[config.mk]
export PLATFORM = sky130hd
export DESIGN_NAME = vga_frame_monitor
export DESIGN_NICKNAME = d
export VERILOG_FILES = /design/src/rtl/vga_timing_pkg.sv /design/src/rtl/crc16_step.sv /design/src/rtl/vga_frame_monitor.sv
export SDC_FILE = /design/constraint.sdc
export NUM_CORES = 1
export LEC_CHECK = 0
export ABC_AREA = 1
export CORE_MARGIN = 3
export CORE_UTILIZATION = 50
export DETAILED_ROUTE_END_ITERATION = 12
export PLACE_DENSITY = 0.76
export SYNTH_ARGS = -nofsm -noshare
export SYNTH_HDL_FRONTEND = slang
export SYNTH_SLANG_ARGS = --single-unit
[constraint.sdc]
create_clock -name clk -period 2.7 [get_ports clk]
set_clock_uncertainty 0.1 [all_clocks]
set_input_delay 0.27 -clock clk [delete_from_list [all_inputs] [get_ports clk]]
set_output_delay 0.27 -clock clk [all_outputs]
set_load 0.01 [all_outputs]
[src/rtl/vga_timing_pkg.sv]
// Shared 640x480 timing defaults, monitor state encoding and CRC constants.
package vga_timing_pkg;
  localparam int unsigned H_VIS_DEF        = 640;
  localparam int unsigned H_SYNC_START_DEF = 656;
  localparam int unsigned H_SYNC_END_DEF   = 751;
  localparam int unsigned H_TOTAL_DEF      = 800;
  localparam int unsigned V_VIS_DEF        = 480;
  localparam int unsigned V_SYNC_START_DEF = 490;
  localparam int unsigned V_SYNC_END_DEF   = 491;
  localparam int unsigned V_TOTAL_DEF      = 525;

  typedef logic [1:0] mon_state_t;
  localparam mon_state_t ACQ  = 2'd0;
  localparam mon_state_t LINE = 2'd1;
  localparam mon_state_t LOCK = 2'd2;

  localparam logic [15:0] CRC_POLY   = 16'h1021;
  localparam logic [15:0] CRC_PRESET = 16'hFFFF;
endpackage

[src/rtl/crc16_step.sv]
// One pixel step of CRC-16-CCITT: six data bits shifted in MSB first.
module crc16_step
  import vga_timing_pkg::*;
(
  input  logic [15:0] crc_in,
  input  logic [5:0]  data,
  output logic [15:0] crc_out
);

  always_comb begin
    crc_out = crc_in;
    for (int unsigned i = 0; i < 6; i++) begin
      if (crc_out[15] ^ data[5 - i])
        crc_out = {crc_out[14:0], 1'b0} ^ CRC_POLY;
      else
        crc_out = {crc_out[14:0], 1'b0};
    end
  end

endmodule

[src/rtl/vga_frame_monitor.sv]
// TinyVGA receive-side monitor: locks to sync timing, recovers coordinates,
// flags sync/blanking faults and signs each complete frame with a CRC.
module vga_frame_monitor
  import vga_timing_pkg::*;
#(
  parameter int unsigned H_VIS        = H_VIS_DEF,
  parameter int unsigned H_SYNC_START = H_SYNC_START_DEF,
  parameter int unsigned H_SYNC_END   = H_SYNC_END_DEF,
  parameter int unsigned H_TOTAL      = H_TOTAL_DEF,
  parameter int unsigned V_VIS        = V_VIS_DEF,
  parameter int unsigned V_SYNC_START = V_SYNC_START_DEF,
  parameter int unsigned V_SYNC_END   = V_SYNC_END_DEF,
  parameter int unsigned V_TOTAL      = V_TOTAL_DEF,
  parameter bit          SYNC_ACTIVE_LOW = 1'b1
) (
  input  logic        clk,
  input  logic        rst_n,
  input  logic [7:0]  vga_in,
  output logic        locked,
  output logic [9:0]  hpos,
  output logic [9:0]  vpos,
  output logic [5:0]  rgb,
  output logic        display_on,
  output logic [15:0] frame_crc,
  output logic        frame_done,
  output logic [7:0]  frame_count,
  output logic        sync_err,
  output logic        blank_err
);

  localparam logic [9:0] HV  = 10'(H_VIS);
  localparam logic [9:0] HSS = 10'(H_SYNC_START);
  localparam logic [9:0] HSE = 10'(H_SYNC_END);
  localparam logic [9:0] HT1 = 10'(H_TOTAL - 1);
  localparam logic [9:0] VV  = 10'(V_VIS);
  localparam logic [9:0] VSS = 10'(V_SYNC_START);
  localparam logic [9:0] VSE = 10'(V_SYNC_END);
  localparam logic [9:0] VT1 = 10'(V_TOTAL - 1);

  logic [7:0]  s1, s2;
  mon_state_t  state, state_d;
  logic [9:0]  h_q, v_q, cur_h, cur_v, h_nxt, v_nxt;
  logic        hs1, vs1, hs2, vs2, hs_edge, vs_edge;
  logic        trk, sync_bad, disp, crc_armed;
  logic [5:0]  rgb_s1;
  logic [15:0] crc_q, crc_base, crc_step;

  assign hs1     = s1[7] ^ SYNC_ACTIVE_LOW;
  assign vs1     = s1[3] ^ SYNC_ACTIVE_LOW;
  assign hs2     = s2[7] ^ SYNC_ACTIVE_LOW;
  assign vs2     = s2[3] ^ SYNC_ACTIVE_LOW;
  assign hs_edge = hs1 & ~hs2;
  assign vs_edge = vs1 & ~vs2;
  assign rgb_s1  = {s1[0], s1[4], s1[1], s1[5], s1[2], s1[6]};

  // h_q/v_q hold the coordinate of the sample currently in s1. The LINE->LOCK
  // sample is itself tracked (row V_SYNC_START) so locked rises with vpos.
  always_comb begin
    state_d = state;
    trk     = 1'b0;
    cur_h   = h_q;
    cur_v   = v_q;
    case (state)
      ACQ:  if (hs_edge) state_d = LINE;
      LINE: begin
        if (hs_edge && h_q != HSS) begin
          state_d = ACQ;
        end else if (vs_edge) begin
          state_d = (h_q == '0) ? LOCK : ACQ;
          trk     = (h_q == '0);
          cur_v   = VSS;
        end
      end
      LOCK:    trk = 1'b1;
      default: state_d = ACQ;
    endcase
    sync_bad = (hs1 != ((cur_h >= HSS) && (cur_h <= HSE))) ||
               (vs1 != ((cur_v >= VSS) && (cur_v <= VSE)));
    if (trk && sync_bad) state_d = ACQ;
    h_nxt    = (cur_h == HT1) ? '0 : cur_h + 10'd1;
    v_nxt    = (cur_v == VT1) ? '0 : cur_v + 10'd1;
    disp     = trk && (cur_h < HV) && (cur_v < VV);
    crc_base = (cur_h == '0 && cur_v == '0) ? CRC_PRESET : crc_q;
  end

  crc16_step u_crc16_step (
    .crc_in  (crc_base),
    .data    (rgb_s1),
    .crc_out (crc_step)
  );

  always_ff @(posedge clk or negedge rst_n) begin
    if (!rst_n) begin
      s1          <= '0;
      s2          <= '0;
      state       <= ACQ;
      h_q         <= '0;
      v_q         <= '0;
      crc_q       <= CRC_PRESET;
      crc_armed   <= 1'b0;
      locked      <= 1'b0;
      hpos        <= '0;
      vpos        <= '0;
      rgb         <= '0;
      display_on  <= 1'b0;
      frame_crc   <= CRC_PRESET;
      frame_done  <= 1'b0;
      frame_count <= '0;
      sync_err    <= 1'b0;
      blank_err   <= 1'b0;
    end else begin
      s1         <= vga_in;
      s2         <= s1;
      state      <= state_d;
      locked     <= trk;
      hpos       <= cur_h;
      vpos       <= cur_v;
      rgb        <= rgb_s1;
      display_on <= disp;
      frame_done <= 1'b0;

      if (state == ACQ) begin
        if (hs_edge) h_q <= HSS + 10'd1;
      end else begin
        h_q <= h_nxt;
      end
      if (trk) v_q <= (cur_h == HT1) ? v_nxt : cur_v;

      if (disp) crc_q <= crc_step;
      if (trk && sync_bad) sync_err <= 1'b1;
      if (trk && !disp && rgb_s1 != '0) blank_err <= 1'b1;

      // A sync error wins over both arming and latching in the same cycle.
      if (!trk || sync_bad) begin
        crc_armed <= 1'b0;
      end else if (cur_h == '0 && cur_v == '0) begin
        crc_armed <= 1'b1;
      end else if (cur_h == '0 && cur_v == VV && crc_armed) begin
        crc_armed   <= 1'b0;
        frame_crc   <= crc_q;
        frame_done  <= 1'b1;
        frame_count <= frame_count + 8'd1;
      end
    end
  end

endmodule

==> results.tsv <==
stage	metric	value	unit
cts	clk-insertion-delay-late	380	ps
drt	drc	0	
cts	clk_pin_slew_worst_paths	90	ps
global_routing	grt_max_degree	57	
floorplan	die_height	107	um
placement	dp_hpwl	8170	um
finish	final_cell_mix	inv_1, nand2_1, dfrtp_1	
drt	via_per_inst	5.17	
logic_synthesis	seq_area_frac_synth	52.2	%
run_status	violations	negative setup slack	
drt	wl_per_cell	15.3	um
placement	placed_area	5930	um2
setup_path	path_class	reg2reg	
finish	nets	674	
logic_synthesis	yosysTopAreaCell	dfrtp_1	
pwr	power_leakage	3.00	nW
setup_path	rr_startpoint	cur_h[0]$_DFFE_PN0P_	
drt	first_pass_iters	5	
logic_synthesis	async_flop_share	100	%
drt	highest_layer	met4	
timing	tightest_slew	606	ps
setup_path	start_kind	register	
timing	slew_headroom	59.6	%
drt	wl_met1	5220	um
pwr	vdd_drop_max	0.409	mV
cts	cts_tree	yes	
setup_path	r2r_slack	-4	ps
logic_synthesis	synth-seq-cells	104	
finish	nFillCells	783	
timing	fin_crit	2700	ps
global_routing	grt-ovfl-total	0	
floorplan	ioPinCount	65	
finish	area_growth	29.4	%
logic_synthesis	yosys_warnings	0	
finish	final_common_cell	inv_1	
placement	gp_congestion	0.859	
cts	cts-root-buf	clkbuf_8	
floorplan	die_area	11400	um2
setup_path	worstPathMaxFanout	16	
global_routing	grt_pass1_wl	18700	um
setup_path	reg2regPathDepth	14	
drt	ant_nets	0	
global_routing	grt_pass1_vias	3919	
cts	clock-sinks	104	
run	maxCapViolCount	0	
timing	min_period_over_period	100	%
timing	final_max_slew_viol_count	0	
logic_synthesis	synth_edf_count	0	
setup_path	crit_end	frame_crc[6]$_DFFE_PN1P_	
timing	fin_ws	-3.97	ps
logic_synthesis	syn_nets	568	
floorplan	fp.dieW	107	um
cts	ctsHtreeMaxLevel	3	
timing	hold_viol	0	
logic_synthesis	synth_ff_type	dfrtp_1	
logic_synthesis	syn_avg_cell_area	9.23	um2
timing	setup_viol	2	
run_status	outcome	complete, but fails checks	
drt	dr_wl_met2	5890	um
finish	fin_area	6560	um2
drt	vias	4096	
setup_path	crit_path_end_kind	register	
timing	rsz0062_at_grt	true	
logic_synthesis	yosysTopAreaCellShare	35.6	%
finish	drive_gt1_share	30.6	%
cts	numCtsBuffers	9	
hold_path	worstHoldPathType	in2reg	
global_routing	antenna_found_initial	0	
cts	cts_buffer_depth	2	
drt	drt-initial-drc-count	166	
logic_synthesis	syn-instance-count	549	
pwr	power_density	789	nW/um2
floorplan	coreArea	9820	um2
floorplan	start_util	51.6	%
finish	n_antenna_cell	0	
timing	holdWs	227	ps
drt	route.met3.wl	761	um
drt	totalWireLength	12100	um
floorplan	rows	36	
placement	portBuffers	64	
timing	max_clock_freq	370	MHz
global_routing	grt_use_total	20.7	%
logic_synthesis	yosys-top-cells-area	dfrtp_1, dfstp_2, nand2_1, inv_1, o21ai_2	
setup_path	worstSetupStartpoint	cur_h[0]$_DFFE_PN0P_	
logic_synthesis	synth.distinct_cells	41	
setup_path	cp.required	2910	ps
setup_path	r2r_end	frame_crc[6]$_DFFE_PN1P_	
logic_synthesis	syn_area	5070	um2
pwr	p_total	0.00518	W
setup_path	cp.arrival	2920	ps
-- state kept, by name (all words and copies together), names as in the netlist --
signal and cells:
state 2, frame_count 8, cur_h 10, crc_armed 1
v_q 10, blank_err 1, frame_done 1, sync_err 1
display_on 1, frame_crc 16, hpos 10, locked 1
s1 8, crc_q 16, vpos 10, s2 8
-- synth_stat cells, types with 6 or more instances --
cell type / n
dfrtp_1: 72
a21oi_1: 8
nand2_2: 24
o21ai_1: 9
xnor2_1: 7
ha_1: 9
nand4_1: 12
o21ai_2: 21
buf_6: 6
nand3_1: 34
xor2_1: 11
inv_1: 85
dfstp_2: 32
o21ai_0: 24
o22ai_1: 7
nand2_1: 94
nor2_1: 41
buf_4: 9
-- power breakdown --
| part | switching (W) | internal, W |
|---|---|---|
| sequential | 0.000191 | 0.00196 |
| combinational | 0.00129 | 0.000875 |
| clock | 0.000520 | 0.000331 |
-- repair_timing --
action | CTS | global route
hold buffers | 1 | 0
setup buffers | 1 | 16
hold endpoints to repair | 40 | 0
setup endpoints to repair | 20 | 43
pin swaps | 1 | 18
resized for setup | 3 | 57
gates cloned | 0 | 7
-- layout make-up --
cell class	instances	area, um2	share of cell area, %
clock inverters	6	33.8	0.515
well taps	133	166	2.54
multi-input cells	340	2150	32.8
flip-flops and latches	104	2640	40.3
repair buffers	110	1090	16.7
clock buffers	10	128	1.95
inverters	90	338	5.15
-- metal layers --
| layer | vias up | track usage [%] |
|---|---|---|
| li1 | 1965 | - |
| met1 | 1976 | 28.7 |
| met2 | 135 | 32.6 |
| met3 | 20 | 3.49 |
| met4 | 0 | 8.49 |
| met5 | - | 0 |
-- worst max-delay path, cell delays in order, from the launching register on --
cell       delay, ps
dfrtp_1          430
inv_2             90
ha_4             140
nand2_4           60
nor2_4           100
nand2_2           60
nand2_4           70
nand2_4           70
buf_4            220
o21ai_1          170
nand3_1          190
nor4_4           370
nand3_4          220
clkbuf_16        220
o21ai_2          110
-- how the worst min path moves through the flow --
stage	startpoint	endpoint	slack, ps	cells past startpoint
after floorplan	rst_n	blank_err$_DFFE_PN0P_	-130	0
after global placement	rst_n	frame_count[7]$_DFFE_PN0P_	220	1
after detailed placement	rst_n	frame_count[7]$_DFFE_PN0P_	230	1
after CTS	vga_in[2]	s1[2]$_DFF_PN0_	210	1
after global routing	vga_in[4]	s1[4]$_DFF_PN0_	220	1
final	vga_in[4]	s1[4]$_DFF_PN0_	230	1
-- logic make-up after synthesis --
kind of cell	after synthesis	synth area share, %
xor+xnor	18	3.11
buf+inv	108	9.90
simple gates	228	22.1
compound gates	82	10.5
fa+ha+maj	9	2.22
flops	104	52.2
-- per-stage QoR --
step	util [%]	cells	setup WS, ps	setup TNS, ps
6_report	66.8	793	-3.97	-5.24
5_1_grt	66.8	793	-171	-3480
4_1_cts	62.3	770	1.05	0
3_5_place_dp	60.4	752	-55.7	-365
3_3_place_gp	60.4	752	34.3	0
2_1_floorplan	-	549	12.7	0
(Power assumes the default switching activity.)
==> variant 1: new RTL, same flow settings <==
Add an input register stage for `vga_in`; this delays it by one clock.
--- a/src/rtl/vga_frame_monitor.sv
+++ b/src/rtl/vga_frame_monitor.sv
@@ -36,6 +36,12 @@
   localparam logic [9:0] VSS = 10'(V_SYNC_START);
   localparam logic [9:0] VSE = 10'(V_SYNC_END);
   localparam logic [9:0] VT1 = 10'(V_TOTAL - 1);
+
+  logic [7:0] vga_q;
+
+  always_ff @(posedge clk) begin
+    vga_q <= vga_in;
+  end
 
   logic [7:0]  s1, s2;
   mon_state_t  state, state_d;
@@ -109,7 +115,7 @@
       sync_err    <= 1'b0;
       blank_err   <= 1'b0;
     end else begin
-      s1         <= vga_in;
+      s1         <= vga_q;
       s2         <= s1;
       state      <= state_d;
       locked     <= trk;
Function: changed (a bounded check fails within 4 cycles, from zero or initial values and one cycle with rst_n low).
==> variant 1 against the original RTL <==
  * Routed wire length down 9.6%
  * Final cell count shrank 3.3%
  * Design area shrank 3.2%
  * Sequential share of layout area grew 3.9 points
  * Worst setup slack better by 0.12 ns
  * Total power rose by 3.6%
  * Sequential cell count is 8 higher
  * First-iteration DRC count up 95%
  * Synthesized cell count decreased by 0.73%
  * Area after synthesis about the same
  * Largest power group is now sequential cells
==> variant 1: results <==
set metrics [dict create \
    status "completed" \
    synth_common_cells "nand2_1, inv_1, dfrtp_1" \
    syn_inst 545 \
    regToRegStartpoint "cur_h[1]" \
    first_global_vias 3788 \
    drive_gt1_share_pct 21.8 \
    yosys.cell_types.count 45 \
    max-vdd-ir-drop_v 0.000445 \
    fill_cells 807 \
    gr-usage-all-layers_pct 20.4 \
    hold_end "s1[3]" \
    dr_wl_met2_um 4960 \
    syn-num-nets 564 \
    crit_arrival_ns 2.75 \
    synth_area_leaders "dfrtp_1, dfstp_2, nand2_1" \
    async_flop_share_pct 92.9 \
    nNetsFinal 648 \
    cp_slowest_stage_delay_ns 0.38 \
    met1Wirelength_um 5030 \
    whs_path_depth 0 \
    gp_congestion 0.955 \
    synth-seq-area-share_pct 55.3 \
    dp_cells 739 \
    via_per_inst 5.17 \
    grt_pass1_wl_um 18500 \
    hold_class "register to register" \
    p_leak_nw 2.97 \
    grt_use_met1_pct 29.3 \
    grt_util_met3_pct 4.33 \
    slew_headroom_pct 65.6 \
    fin_hold_ws_ns 0.227 \
    vias 3963 \
    met2_usage_pct 30.4 \
    hpwl_um 7720 \
    r2r_cells 17 \
]
-- variant 1: cell types whose count changed in the layout (fill, tap and decap cells not counted), sizes merged, moves of 4 or more --
cell,change
dfxtp,+8
xor2,+5
nor3,+6
nand3,-7
xnor2,-4
nor2,-14
nand2,+4
o21ai,-5
buf,-19
-- variant 1: worst register-to-register path, cell delays in order, from the launching register on --
cell     delay, ns
dfrtp_1       0.38
inv_2         0.06
ha_4          0.16
nand2_4       0.05
nor2_2        0.03
nand2_1       0.07
nand2_2       0.07
nand2_4       0.11
buf_4         0.21
nand2_2       0.13
nor3_1        0.26
nand4_1       0.21
nor2_1        0.20
nand3_2       0.14
nor2_2        0.14
nand2_1       0.06
nand2_1       0.05
nand2_1       0.04
-- variant 1: where the power goes --
group	internal, W	switching (W)	leakage [nW]
Clock	0.000534	0.000534	0.117
Combinational	0.000801	0.00122	1.55
Sequential	0.00209	0.000186	1.30
Total	0.00343	0.00193	2.97
-- variant 1: cell type report --
type,count,area share (%)
Sequential cell,112,44.2
Clock buffer,12,2.78
Inverter,90,5.62
Multi-Input combinational cell,328,30.7
Clock inverter,4,0.769
Timing Repair Buffer,88,13.3
Tap cell,133,2.62
-- variant 1: logic make-up after synthesis --
| family | Yosys count | synth area share (%) |
|---|---|---|
| adder cells (fa/ha/maj) | 9 | 2.22 |
| flip-flops | 112 | 55.3 |
| buffers and inverters | 106 | 9.27 |
| AO/OA/AOI/OAI | 74 | 8.13 |
| AND/OR/NAND/NOR | 225 | 21.7 |
| XOR/XNOR | 19 | 3.29 |
-- variant 1: repair_timing --
action | CTS | global route
pin swaps | 2 | 7
hold endpoints to repair | 26 | 0
gates resized for setup | 3 | 23
buffers inserted | 4 | 6
endpoints found under the setup margin | 12 | 43
gates cloned | 1 | 0
hold buffers | 1 | 0
==> variant 2: new RTL, same flow settings <==
Without the edit above. Set the parameter `SYNC_ACTIVE_LOW` to 1'b0 (it was 1'b1).
--- a/src/rtl/vga_frame_monitor.sv
+++ b/src/rtl/vga_frame_monitor.sv
@@ -11,7 +11,7 @@
   parameter int unsigned V_SYNC_START = V_SYNC_START_DEF,
   parameter int unsigned V_SYNC_END   = V_SYNC_END_DEF,
   parameter int unsigned V_TOTAL      = V_TOTAL_DEF,
-  parameter bit          SYNC_ACTIVE_LOW = 1'b1
+  parameter bit          SYNC_ACTIVE_LOW = 1'b0
 ) (
   input  logic        clk,
   input  logic        rst_n,
Function: changed (a bounded check fails within 4 cycles, from zero or initial values and one cycle with rst_n low).
==> variant 2 against the original RTL <==
  * The flow still finishes with violations (setup timing)
  * Non-clock buffer count decreased by 12
  * Area after synthesis decreased by 3.7%
  * Total power increased by 4.3%
  * Worst setup slack got worse by 0.0020 ns
  * Combinational power increased by 2%
  * Routed wire length decreased by 5.2%
  * Sequential cell count unchanged
  * Design area decreased by 3.1%
  * First-iteration DRC count increased by 41%
==> variant 2: results <==
set metrics [dict create \
    multi_input_area_share_pct 31.8 \
    nonClkBufAreaFrac_pct 15.5 \
    dp_cells 743 \
    max-vdd-ir-drop_v 0.000457 \
    num-nonclk-inverters 88 \
    synth_common_cells "nand2_1, inv_1, dfrtp_1" \
    fill_cells 763 \
    gp_congestion 0.943 \
    drt-initial-drc-count 234 \
    clkSlewWorstSetupHoldPaths_ns 0.10 \
    tightestPinTransition_ns 0.697 \
    hold_end "s1[0]" \
    endpoint "crc_q[12]" \
    grt_pass1_wl_um 17400 \
    cts.sinks 104 \
    cts_resized 4 \
    cp_slowest_stage_delay_ns 0.44 \
    nMultiInputCombCells 345 \
    syn_inst 551 \
    grt_max_degree 58 \
    p_leak_nw 2.95 \
    hold_class "input pin to register" \
    via_per_inst 5.24 \
    hpwl_um 7370 \
    violations "setup timing" \
    r2r_cells 22 \
    final_cells 780 \
    gr-usage-all-layers_pct 19.4 \
    dp_slack_ns -0.0744 \
    antenna_cells 0 \
    finalSetupTns_ns -0.00595 \
    nNetsFinal 665 \
    clk_share_pct 3.19 \
    synth-main-ff-cell "dfrtp_1" \
    regToRegStartpoint "cur_h[3]" \
    setup_viol 1 \
    post_drt_wl_per_cell_um 14.7 \
    worstHoldStart "vga_in[0]" \
    syn-num-nets 570 \
    htree_levels 3 \
    place_area_sq_um 5690 \
    status "finished, violations left" \
    synth-seq-area-share_pct 54.2 \
    synth_warnings 0 \
    multi_input_area_sq_um 2020 \
    crit_fanout 7 \
    postCtsSetupBuffers 2 \
    drive_gt1_share_pct 25.3 \
    fin_hold_ws_ns 0.225 \
    first_global_vias 3829 \
    antenna_found_initial 0 \
    finalWorstSetupSlack_ns -0.00595 \
    yosys.cell_types.count 40 \
    async_flop_share_pct 100 \
    buffers 98 \
    synth_area_leaders "dfrtp_1, dfstp_2, nand2_1" \
    critical_path.startpoint "cur_h[3]" \
]
-- variant 2: cell types whose count changed in the layout (fill, tap and decap cells not counted), moves of 6 or more --
cell     change
o21ai_1     +14
buf_4       -12
nand2_2     -13
inv_1        -8
o21ai_0      -6
o21ai_2     -14
nand3_1     -11
nand2_1     +25
-- variant 2: cells by family (layout without fill, tap and decap cells) --
kind of cell / after synthesis / after routing / synth area share (%)
AO/OA/AOI/OAI: 79 / 79 / 9.26
XOR/XNOR: 21 / 21 / 3.77
AND/OR/NAND/NOR: 235 / 236 / 21.4
buffers and inverters: 103 / 202 / 9.10
adder cells (fa/ha/maj): 9 / 9 / 2.31
flip-flops: 104 / 104 / 54.2
-- variant 2: layer usage --
layer | global-route usage, % | wire, um
met2 | 30.9 | 5750
met4 | 7.12 | 248
met1 | 25.8 | 4830
met5 | 0 | 0
met3 | 4.76 | 649
-- variant 2: power breakdown --
group | internal [W] | switching, W
logic | 0.000855 | 0.00135
registers | 0.00199 | 0.000201
clock network | 0.000441 | 0.000561
